===== src/rtl/amo_lrsc_unit.sv =====
// Atomic execution unit: sequences LR/SC/AMO ops into memory read/write
// transactions and drives the shared LR/SC reservation set.
module amo_lrsc_unit #(
  parameter int XLEN      = 64,
  parameter int NUM_HARTS = 4,
  parameter int HART_W    = $clog2(NUM_HARTS)
) (
  input  logic              clk,
  input  logic              rst,
  input  logic              req_valid,
  output logic              req_ready,
  input  logic [3:0]        req_op,
  input  logic              req_is_word,
  input  logic [XLEN-1:0]   req_addr,
  input  logic [XLEN-1:0]   req_wdata,
  input  logic [HART_W-1:0] req_hart_id,
  output logic              resp_valid,
  output logic [XLEN-1:0]   resp_rdata,
  output logic              resp_fault,
  output logic              mem_req_valid,
  input  logic              mem_req_ready,
  output logic              mem_req_we,
  output logic [XLEN-1:0]   mem_req_addr,
  output logic [XLEN-1:0]   mem_req_wdata,
  output logic              mem_req_is_word,
  input  logic              mem_resp_valid,
  input  logic [XLEN-1:0]   mem_resp_rdata,
  output logic [HART_W-1:0] rs_hart_id,
  output logic              rs_lr_valid,
  output logic [XLEN-1:0]   rs_lr_addr,
  output logic              rs_lr_is_word,
  output logic              rs_sc_valid,
  output logic [XLEN-1:0]   rs_sc_addr,
  output logic              rs_sc_is_word,
  input  logic              rs_sc_success,
  output logic              rs_store_valid,
  output logic [XLEN-1:0]   rs_store_addr,
  output logic [HART_W-1:0] rs_store_hart_id
);

  localparam logic [3:0] OP_LR   = 4'd0;
  localparam logic [3:0] OP_SC   = 4'd1;
  localparam logic [3:0] OP_SWAP = 4'd2;
  localparam logic [3:0] OP_ADD  = 4'd3;
  localparam logic [3:0] OP_XOR  = 4'd4;
  localparam logic [3:0] OP_AND  = 4'd5;
  localparam logic [3:0] OP_OR   = 4'd6;
  localparam logic [3:0] OP_MIN  = 4'd7;
  localparam logic [3:0] OP_MAX  = 4'd8;
  localparam logic [3:0] OP_MINU = 4'd9;
  localparam logic [3:0] OP_MAXU = 4'd10;

  typedef enum logic [2:0] {
    S_IDLE, S_SC_CHECK, S_RD_REQ, S_RD_WAIT, S_WR_REQ, S_WR_WAIT, S_RESP
  } state_t;

  state_t              state_q, state_d;
  logic [3:0]          op_q, op_d;
  logic                is_word_q, is_word_d;
  logic [XLEN-1:0]     addr_q, addr_d;
  logic [XLEN-1:0]     wdata_q, wdata_d;   // write data: rs2 for SC, f(old, rs2) for AMO
  logic [HART_W-1:0]   hart_q, hart_d;
  logic [XLEN-1:0]     rdata_q, rdata_d;   // rd value presented in RESP
  logic                fault_q, fault_d;

  logic                req_misaligned;
  logic                req_fault;
  logic [31:0]         a_w, b_w, r_w;
  logic [XLEN-1:0]     r_d;
  logic [XLEN-1:0]     amo_new;
  logic [XLEN-1:0]     old_ext;

  assign req_misaligned = req_is_word ? (|req_addr[1:0]) : (|req_addr[2:0]);
  assign req_fault      = req_misaligned || (req_op > OP_MAXU);

  // AMO combine function on the returning read data; word ops use bits [31:0]
  always_comb begin
    a_w = mem_resp_rdata[31:0];
    b_w = wdata_q[31:0];
    r_w = b_w;
    r_d = wdata_q;
    case (op_q)
      OP_ADD: begin
        r_w = a_w + b_w;
        r_d = mem_resp_rdata + wdata_q;
      end
      OP_XOR: begin
        r_w = a_w ^ b_w;
        r_d = mem_resp_rdata ^ wdata_q;
      end
      OP_AND: begin
        r_w = a_w & b_w;
        r_d = mem_resp_rdata & wdata_q;
      end
      OP_OR: begin
        r_w = a_w | b_w;
        r_d = mem_resp_rdata | wdata_q;
      end
      OP_MIN: begin
        r_w = ($signed(a_w) < $signed(b_w)) ? a_w : b_w;
        r_d = ($signed(mem_resp_rdata) < $signed(wdata_q)) ? mem_resp_rdata : wdata_q;
      end
      OP_MAX: begin
        r_w = ($signed(a_w) > $signed(b_w)) ? a_w : b_w;
        r_d = ($signed(mem_resp_rdata) > $signed(wdata_q)) ? mem_resp_rdata : wdata_q;
      end
      OP_MINU: begin
        r_w = (a_w < b_w) ? a_w : b_w;
        r_d = (mem_resp_rdata < wdata_q) ? mem_resp_rdata : wdata_q;
      end
      OP_MAXU: begin
        r_w = (a_w > b_w) ? a_w : b_w;
        r_d = (mem_resp_rdata > wdata_q) ? mem_resp_rdata : wdata_q;
      end
      default: begin
        r_w = b_w;
        r_d = wdata_q;
      end
    endcase
    amo_new = is_word_q ? {{(XLEN-32){1'b0}}, r_w} : r_d;
    old_ext = is_word_q ? {{(XLEN-32){mem_resp_rdata[31]}}, mem_resp_rdata[31:0]}
                        : mem_resp_rdata;
  end

  // Next-state and latch updates for the op sequencer
  always_comb begin
    state_d   = state_q;
    op_d      = op_q;
    is_word_d = is_word_q;
    addr_d    = addr_q;
    wdata_d   = wdata_q;
    hart_d    = hart_q;
    rdata_d   = rdata_q;
    fault_d   = fault_q;
    case (state_q)
      S_IDLE: begin
        if (req_valid) begin
          op_d      = req_op;
          is_word_d = req_is_word;
          addr_d    = req_addr;
          wdata_d   = req_is_word ? {{(XLEN-32){1'b0}}, req_wdata[31:0]} : req_wdata;
          hart_d    = req_hart_id;
          rdata_d   = '0;
          fault_d   = 1'b0;
          if (req_fault) begin
            fault_d = 1'b1;
            state_d = S_RESP;
          end else if (req_op == OP_SC) begin
            state_d = S_SC_CHECK;
          end else begin
            state_d = S_RD_REQ;
          end
        end
      end
      S_SC_CHECK: begin
        if (rs_sc_success) begin
          state_d = S_WR_REQ;
        end else begin
          rdata_d = {{(XLEN-1){1'b0}}, 1'b1};
          state_d = S_RESP;
        end
      end
      S_RD_REQ: begin
        if (mem_req_ready) state_d = S_RD_WAIT;
      end
      S_RD_WAIT: begin
        if (mem_resp_valid) begin
          rdata_d = old_ext;
          if (op_q == OP_LR) begin
            state_d = S_RESP;
          end else begin
            wdata_d = amo_new;
            state_d = S_WR_REQ;
          end
        end
      end
      S_WR_REQ: begin
        if (mem_req_ready) state_d = S_WR_WAIT;
      end
      S_WR_WAIT: begin
        if (mem_resp_valid) begin
          if (op_q == OP_SC) rdata_d = '0;
          state_d = S_RESP;
        end
      end
      S_RESP: begin
        state_d = S_IDLE;
      end
      default: begin
        state_d = S_IDLE;
      end
    endcase
  end

  // State and latch registers; reset aborts any op in flight
  always_ff @(posedge clk) begin
    if (rst) begin
      state_q   <= S_IDLE;
      op_q      <= '0;
      is_word_q <= 1'b0;
      addr_q    <= '0;
      wdata_q   <= '0;
      hart_q    <= '0;
      rdata_q   <= '0;
      fault_q   <= 1'b0;
    end else begin
      state_q   <= state_d;
      op_q      <= op_d;
      is_word_q <= is_word_d;
      addr_q    <= addr_d;
      wdata_q   <= wdata_d;
      hart_q    <= hart_d;
      rdata_q   <= rdata_d;
      fault_q   <= fault_d;
    end
  end

  assign req_ready        = (state_q == S_IDLE);
  assign resp_valid       = (state_q == S_RESP);
  assign resp_rdata       = (state_q == S_RESP) ? rdata_q : '0;
  assign resp_fault       = (state_q == S_RESP) && fault_q;

  assign mem_req_valid    = (state_q == S_RD_REQ) || (state_q == S_WR_REQ);
  assign mem_req_we       = (state_q == S_WR_REQ);
  assign mem_req_addr     = addr_q;
  assign mem_req_wdata    = wdata_q;
  assign mem_req_is_word  = is_word_q;

  assign rs_hart_id       = hart_q;
  assign rs_lr_valid      = (state_q == S_RD_WAIT) && (op_q == OP_LR) && mem_resp_valid;
  assign rs_lr_addr       = addr_q;
  assign rs_lr_is_word    = is_word_q;
  assign rs_sc_valid      = (state_q == S_SC_CHECK);
  assign rs_sc_addr       = addr_q;
  assign rs_sc_is_word    = is_word_q;
  assign rs_store_valid   = (state_q == S_WR_WAIT) && mem_resp_valid;
  assign rs_store_addr    = addr_q;
  assign rs_store_hart_id = hart_q;

endmodule


===== config.mk =====
export PLATFORM = sky130hd
export DESIGN_NAME = amo_lrsc_unit
export DESIGN_NICKNAME = d
export VERILOG_FILES = /design/src/rtl/amo_lrsc_unit.sv
export SDC_FILE = /design/constraint.sdc
export NUM_CORES = 1
export LEC_CHECK = 0
export ABC_AREA = 1
export CAP_MARGIN = 20
export CORE_AREA = 2 2 233 235
export DETAILED_ROUTE_END_ITERATION = 6
export DIE_AREA = 0 0 235 237
export DONT_BUFFER_PORTS = 1
export PLACE_DENSITY = 0.57
export SYNTH_ARGS = -nofsm -noshare
export SYNTH_HDL_FRONTEND = slang
export SYNTH_SLANG_ARGS = --single-unit
export TNS_END_PERCENT = 1

===== constraint.sdc =====
create_clock -name clk -period 7.2 [get_ports clk]
set_input_delay 1.44 -clock clk [delete_from_list [all_inputs] [get_ports clk]]
set_output_delay 1.44 -clock clk [all_outputs]
set_load 0.1 [all_outputs]

Word level (Yosys, flattened, before mapping). Cells that the tools add are included.

Bitwise logic cells: 6. Mux-type cells: 36. Reduce and logical (&&, ||, !) cells: 17. Equal/unequal tests: 34. Order comparisons: 9. Add/subtract/negate cells: 2.

Operator list (count): 64-bit 2-to-1 mux (16); 64-bit one-hot mux with 8 select lines (1); 32-bit one-hot mux with 8 select lines (1); 64-bit one-hot mux with 4 select lines (1); 64-bit greater-than comparator (2); 64-bit less-than comparator (2); 32-bit 2-to-1 mux (4); 64-bit one-hot mux with 2 select lines (1); 64-bit adder (1); 64-bit AND (1); 32-bit greater-than comparator (2); 32-bit less-than comparator (2); 64-bit OR (1); 64-bit bitwise XOR (1); 32-bit adder (1); 32-bit AND (1); 4-bit != test (second input constant) (8); 32-bit OR (1); 32-bit bitwise XOR (1); 3-bit 2-to-1 mux (6); 3-bit one-hot mux with 6 select lines (1); 4-bit by 3-bit equality test with 1-bit output (second input constant) (4); 2-bit != test (second input constant) (8); 13-bit AND reduction (1); 23 further kinds (36).

Input bits: 205. Register bits: 203. Output and inout port bits: 399. Word-level logic and storage cells: 113.

Depth between registers and ports, before layout.
Depth after elaboration: 7. Depth in mapped cells: 24. Gate-level depth less buffers: 23.

Least setup slack after synthesis. Ideal clock, no wire load.

Path kind: register to output. From: register state_q[1]. To: output resp_rdata[23]. Data required time: 5.760 ns. Data arrival time: 3.727 ns. Path buffers: 2. Stages on the path, launching flop included: 9. Slack: 2.033 ns. Cells stage by stage: dfxtp_1 inv_1 nor2_1 inv_1 nor2_1 inv_1 clkbuf_1 buf_1 nor2_1.

Longest elaborated chain between the ends: 2.

RTL lines: start: declaration (RTL line 57) `state_t state_q, state_d;`; start signal: assignment (RTL line 207) `state_q <= state_d;`; 3-bit equality test; net resp_valid (RTL line 17) `output logic resp_valid,`; 64-bit 2-to-1 mux (RTL line 220) `assign resp_rdata = (state_q == S_RESP) ? rdata_q : '0;`; end: declaration (RTL line 18) `output logic [XLEN-1:0] resp_rdata,`.

The timed path passes the listed nets, and every way through them passes these cells.

Worst setup path after layout.
From: register state_q[1]. To: output resp_rdata[57].

The elaborated chain is that of the path after synthesis.

==> out/results.ini <==
[sta]
rsz0062_at_grt=no
slew_viol_final=0
period_share=0.656
hold_viol=0
worst_pin_slew_ns=1.22
finalSetupViolations=0
skew_ns=0.0287
period_minus_slack_ns=4.72
relSlewSlack=0.191
fin_ws_ns=2.48
setup-tns-final_ns=0
max_freq_mhz=212

[layout]
antenna_cells=0
regArea_mm2=0.00431
multiInputGateArea_mm2=0.0121
final_core_util=0.385
fin_area_mm2=0.0205
nets=3378
drive_above_1_share=0.101
fillCellCount=5879
syn2layout_area_growth_pct=4.79

[worst_setup_path]
critPathTopFamily=simple AND/OR/NAND/NOR gates
crit_cells=9
arrival_ns=3.28
start_kind=flop
crit_type=reg2out
max_stage_delay_ns=0.90
crit_slowest_cell=nor2_2
crit_end=resp_rdata[57]
reg2reg_to=mem_req_wdata[58]$_SDFFE_PP0P_
rrSetupSlack_ns=2.88
worst_setup_path_end_kind=output port
crit_fanout=33
cp.buffers_inverters=6
timing.rr.start=mem_req_wdata[3]$_SDFFE_PP0P_
crit_chain=inv_1 -> nor2_1 -> inv_1 -> nor2_2 -> buf_16 -> clkbuf_2 -> inv_4 -> buf_4 -> nor2_2
crit_start=state_q[1]$_SDFFE_PP0P_
r2r_cells=17
critical_path_required_ns=5.76

[run_status]
status=complete, but fails checks
violations=DRC

[synth]
syn_inst=3210
syn_avg_cell_area_um2=6.09
yosysMostFrequentCell=nor2_1
synth_enable_flop_cells=0
synth_top_area_cell=dfxtp_1
ys_seq_area_frac=0.208
synthTopCellsByCount=nor2_1 (567), nand2_1 (564), inv_1 (407)
synth_ff_type=dfxtp_1
async_flop_share=0
synth.cell_area_mm2=0.0196
synth_top_area_frac=0.208
ys_warn_count=0
ys_ff_latch=203
syn-num-nets=3608
synthTopCellsByArea=dfxtp_1 (21%), ha_1 (12%), nor2_1 (11%), nand2_1 (11%), inv_1 (7.8%)
synthDistinctLibCells=50

[floorplan]
die_area_mm2=0.0557
fp.dieH_um=237
io_pins=604
initial_core_util=0.367
die_x_um=235
core_mm2=0.0533
rows=85

[job]
max-cap-violations=0

[route]
vias=19900
drc_errors=6
ant_nets=0
wl_um=85700
wl_per_cell_um=23.2
drt-initial-drc-count=1483
viasPerCell=5.37
drt_pass1_iterations=7

[clocking]
htreeDepth=1
cts_made_buffers=28
cts.sinks=203
cts-resized-gates=0
path_clk_slew_ns=0.06
clock_latency_ns=0.61
cts.path.max_buffers=3
cts-root-buf=clkbuf_16
cts_tree=yes
cts_setup_buffers=0
cts-hold-fix-buffers=0

[global_routing]
grt_remaining_overflow=0
grt_max_degree=85
first_global_vias=18700
antenna_found_initial=1
grt.total_usage=0.293
grt_pass1_wl_um=124000

[place]
gp_congestion=1.00
dpl-instance-area_mm2=0.0193
portBuffers=0
dpl_worst_slack_ns=2.36
hpwlAfterDp_um=67100

[min_path]
hp-class=reg2reg

cells in the final DEF (no fill, tap or decap), drive strengths merged, types with 3 or more instances in the layout:
| cell type | Yosys | layout |
|---|---|---|
| a21o | 8 | 8 |
| a21oi | 307 | 307 |
| o21ai | 269 | 269 |
| clkbuf | 106 | 35 |
| o311ai | 7 | 7 |
| ha | 192 | 192 |
| a2111oi | 10 | 10 |
| clkinvlp | 0 | 4 |
| nor3 | 28 | 28 |
| nor2 | 574 | 574 |
| o31ai | 4 | 4 |
| bufinv | 0 | 5 |
| nand4 | 18 | 18 |
| dfxtp | 203 | 203 |
| xor2 | 5 | 5 |
| a22oi | 5 | 5 |
| a211oi | 53 | 53 |
| a221oi | 6 | 6 |
| o211ai | 3 | 3 |
| clkinv | 1 | 9 |
| o21a | 13 | 13 |
| o2111ai | 10 | 10 |
| a21boi | 4 | 4 |
| nand3 | 82 | 82 |
| o21bai | 7 | 7 |
| nand2 | 570 | 570 |
| o22ai | 56 | 56 |
| inv | 429 | 431 |
| nor4 | 6 | 6 |
| buf | 221 | 64 |
tightest hold or removal path, stage by stage, from the launching register on:
cell and delay [ns]:
dfxtp_1 0.29, inv_1 0.07, a211oi_1 0.06
worst min path at each step:
stage / startpoint / to / slack (ns) / depth (start not counted)
6_report: rdata_q[11]$_SDFFE_PP0P_ / rdata_q[11]$_SDFFE_PP0P_ / 0.47 / 2
5_1_grt: rdata_q[3]$_SDFFE_PP0P_ / rdata_q[3]$_SDFFE_PP0P_ / 0.49 / 2
4_1_cts: rdata_q[20]$_SDFFE_PP0P_ / rdata_q[20]$_SDFFE_PP0P_ / 0.48 / 2
3_5_place_dp: rdata_q[11]$_SDFFE_PP0P_ / rdata_q[11]$_SDFFE_PP0P_ / 0.47 / 2
3_3_place_gp: rdata_q[4]$_SDFFE_PP0P_ / rdata_q[4]$_SDFFE_PP0P_ / 0.47 / 2
2_1_floorplan: rdata_q[10]$_SDFFE_PP0P_ / rdata_q[10]$_SDFFE_PP0P_ / 0.44 / 2
cells by family after synthesis:
| logic type | Yosys count | share of synthesized area |
|---|---|---|
| simple gates | 1282 | 0.261 |
| compound gates | 768 | 0.220 |
| fa+ha+maj | 193 | 0.124 |
| flops | 203 | 0.208 |
| xor+xnor | 7 | 0.00314 |
| buf+inv | 757 | 0.184 |
flip-flops by register name, indices dropped and copies added, names as in the netlist:
signal and flops:
mem_req_wdata 64, fault_q 1, rdata_q 64, mem_req_addr 64
op_q 4, rs_hart_id 2, state_q 3, mem_req_is_word 1
routing by layer:
layer / wire length, µm / vias to the layer above / part of all wire / global-route usage
li1: - / 9742 / - / -
met1: 35900 / 9139 / 0.42 / 0.369
met2: 38300 / 838 / 0.45 / 0.468
met3: 8720 / 137 / 0.10 / 0.0956
met4: 2870 / 2 / 0.033 / 0.0978
met5: 14 / - / 0.00016 / 0
stage by stage:
stage	std cells	hold slack [ns]
detailed placement	3637	0.466
global route	3698	0.491
CTS	3689	0.477
finish	3698	0.475
floorplan	3210	0.437
global placement	3637	0.466
cell type report:
type | instances | area share
Sequential cell | 203 | 0.210
Tap cell | 696 | 0.0425
Clock inverter | 19 | 0.0125
Clock buffer | 33 | 0.0356
Multi-Input combinational cell | 2250 | 0.591
Timing Repair Buffer | 67 | 0.0293
Inverter | 430 | 0.0790
Power is not shown: default switching activity piles up to over one toggle a cycle in this logic, so the estimate is an artifact.
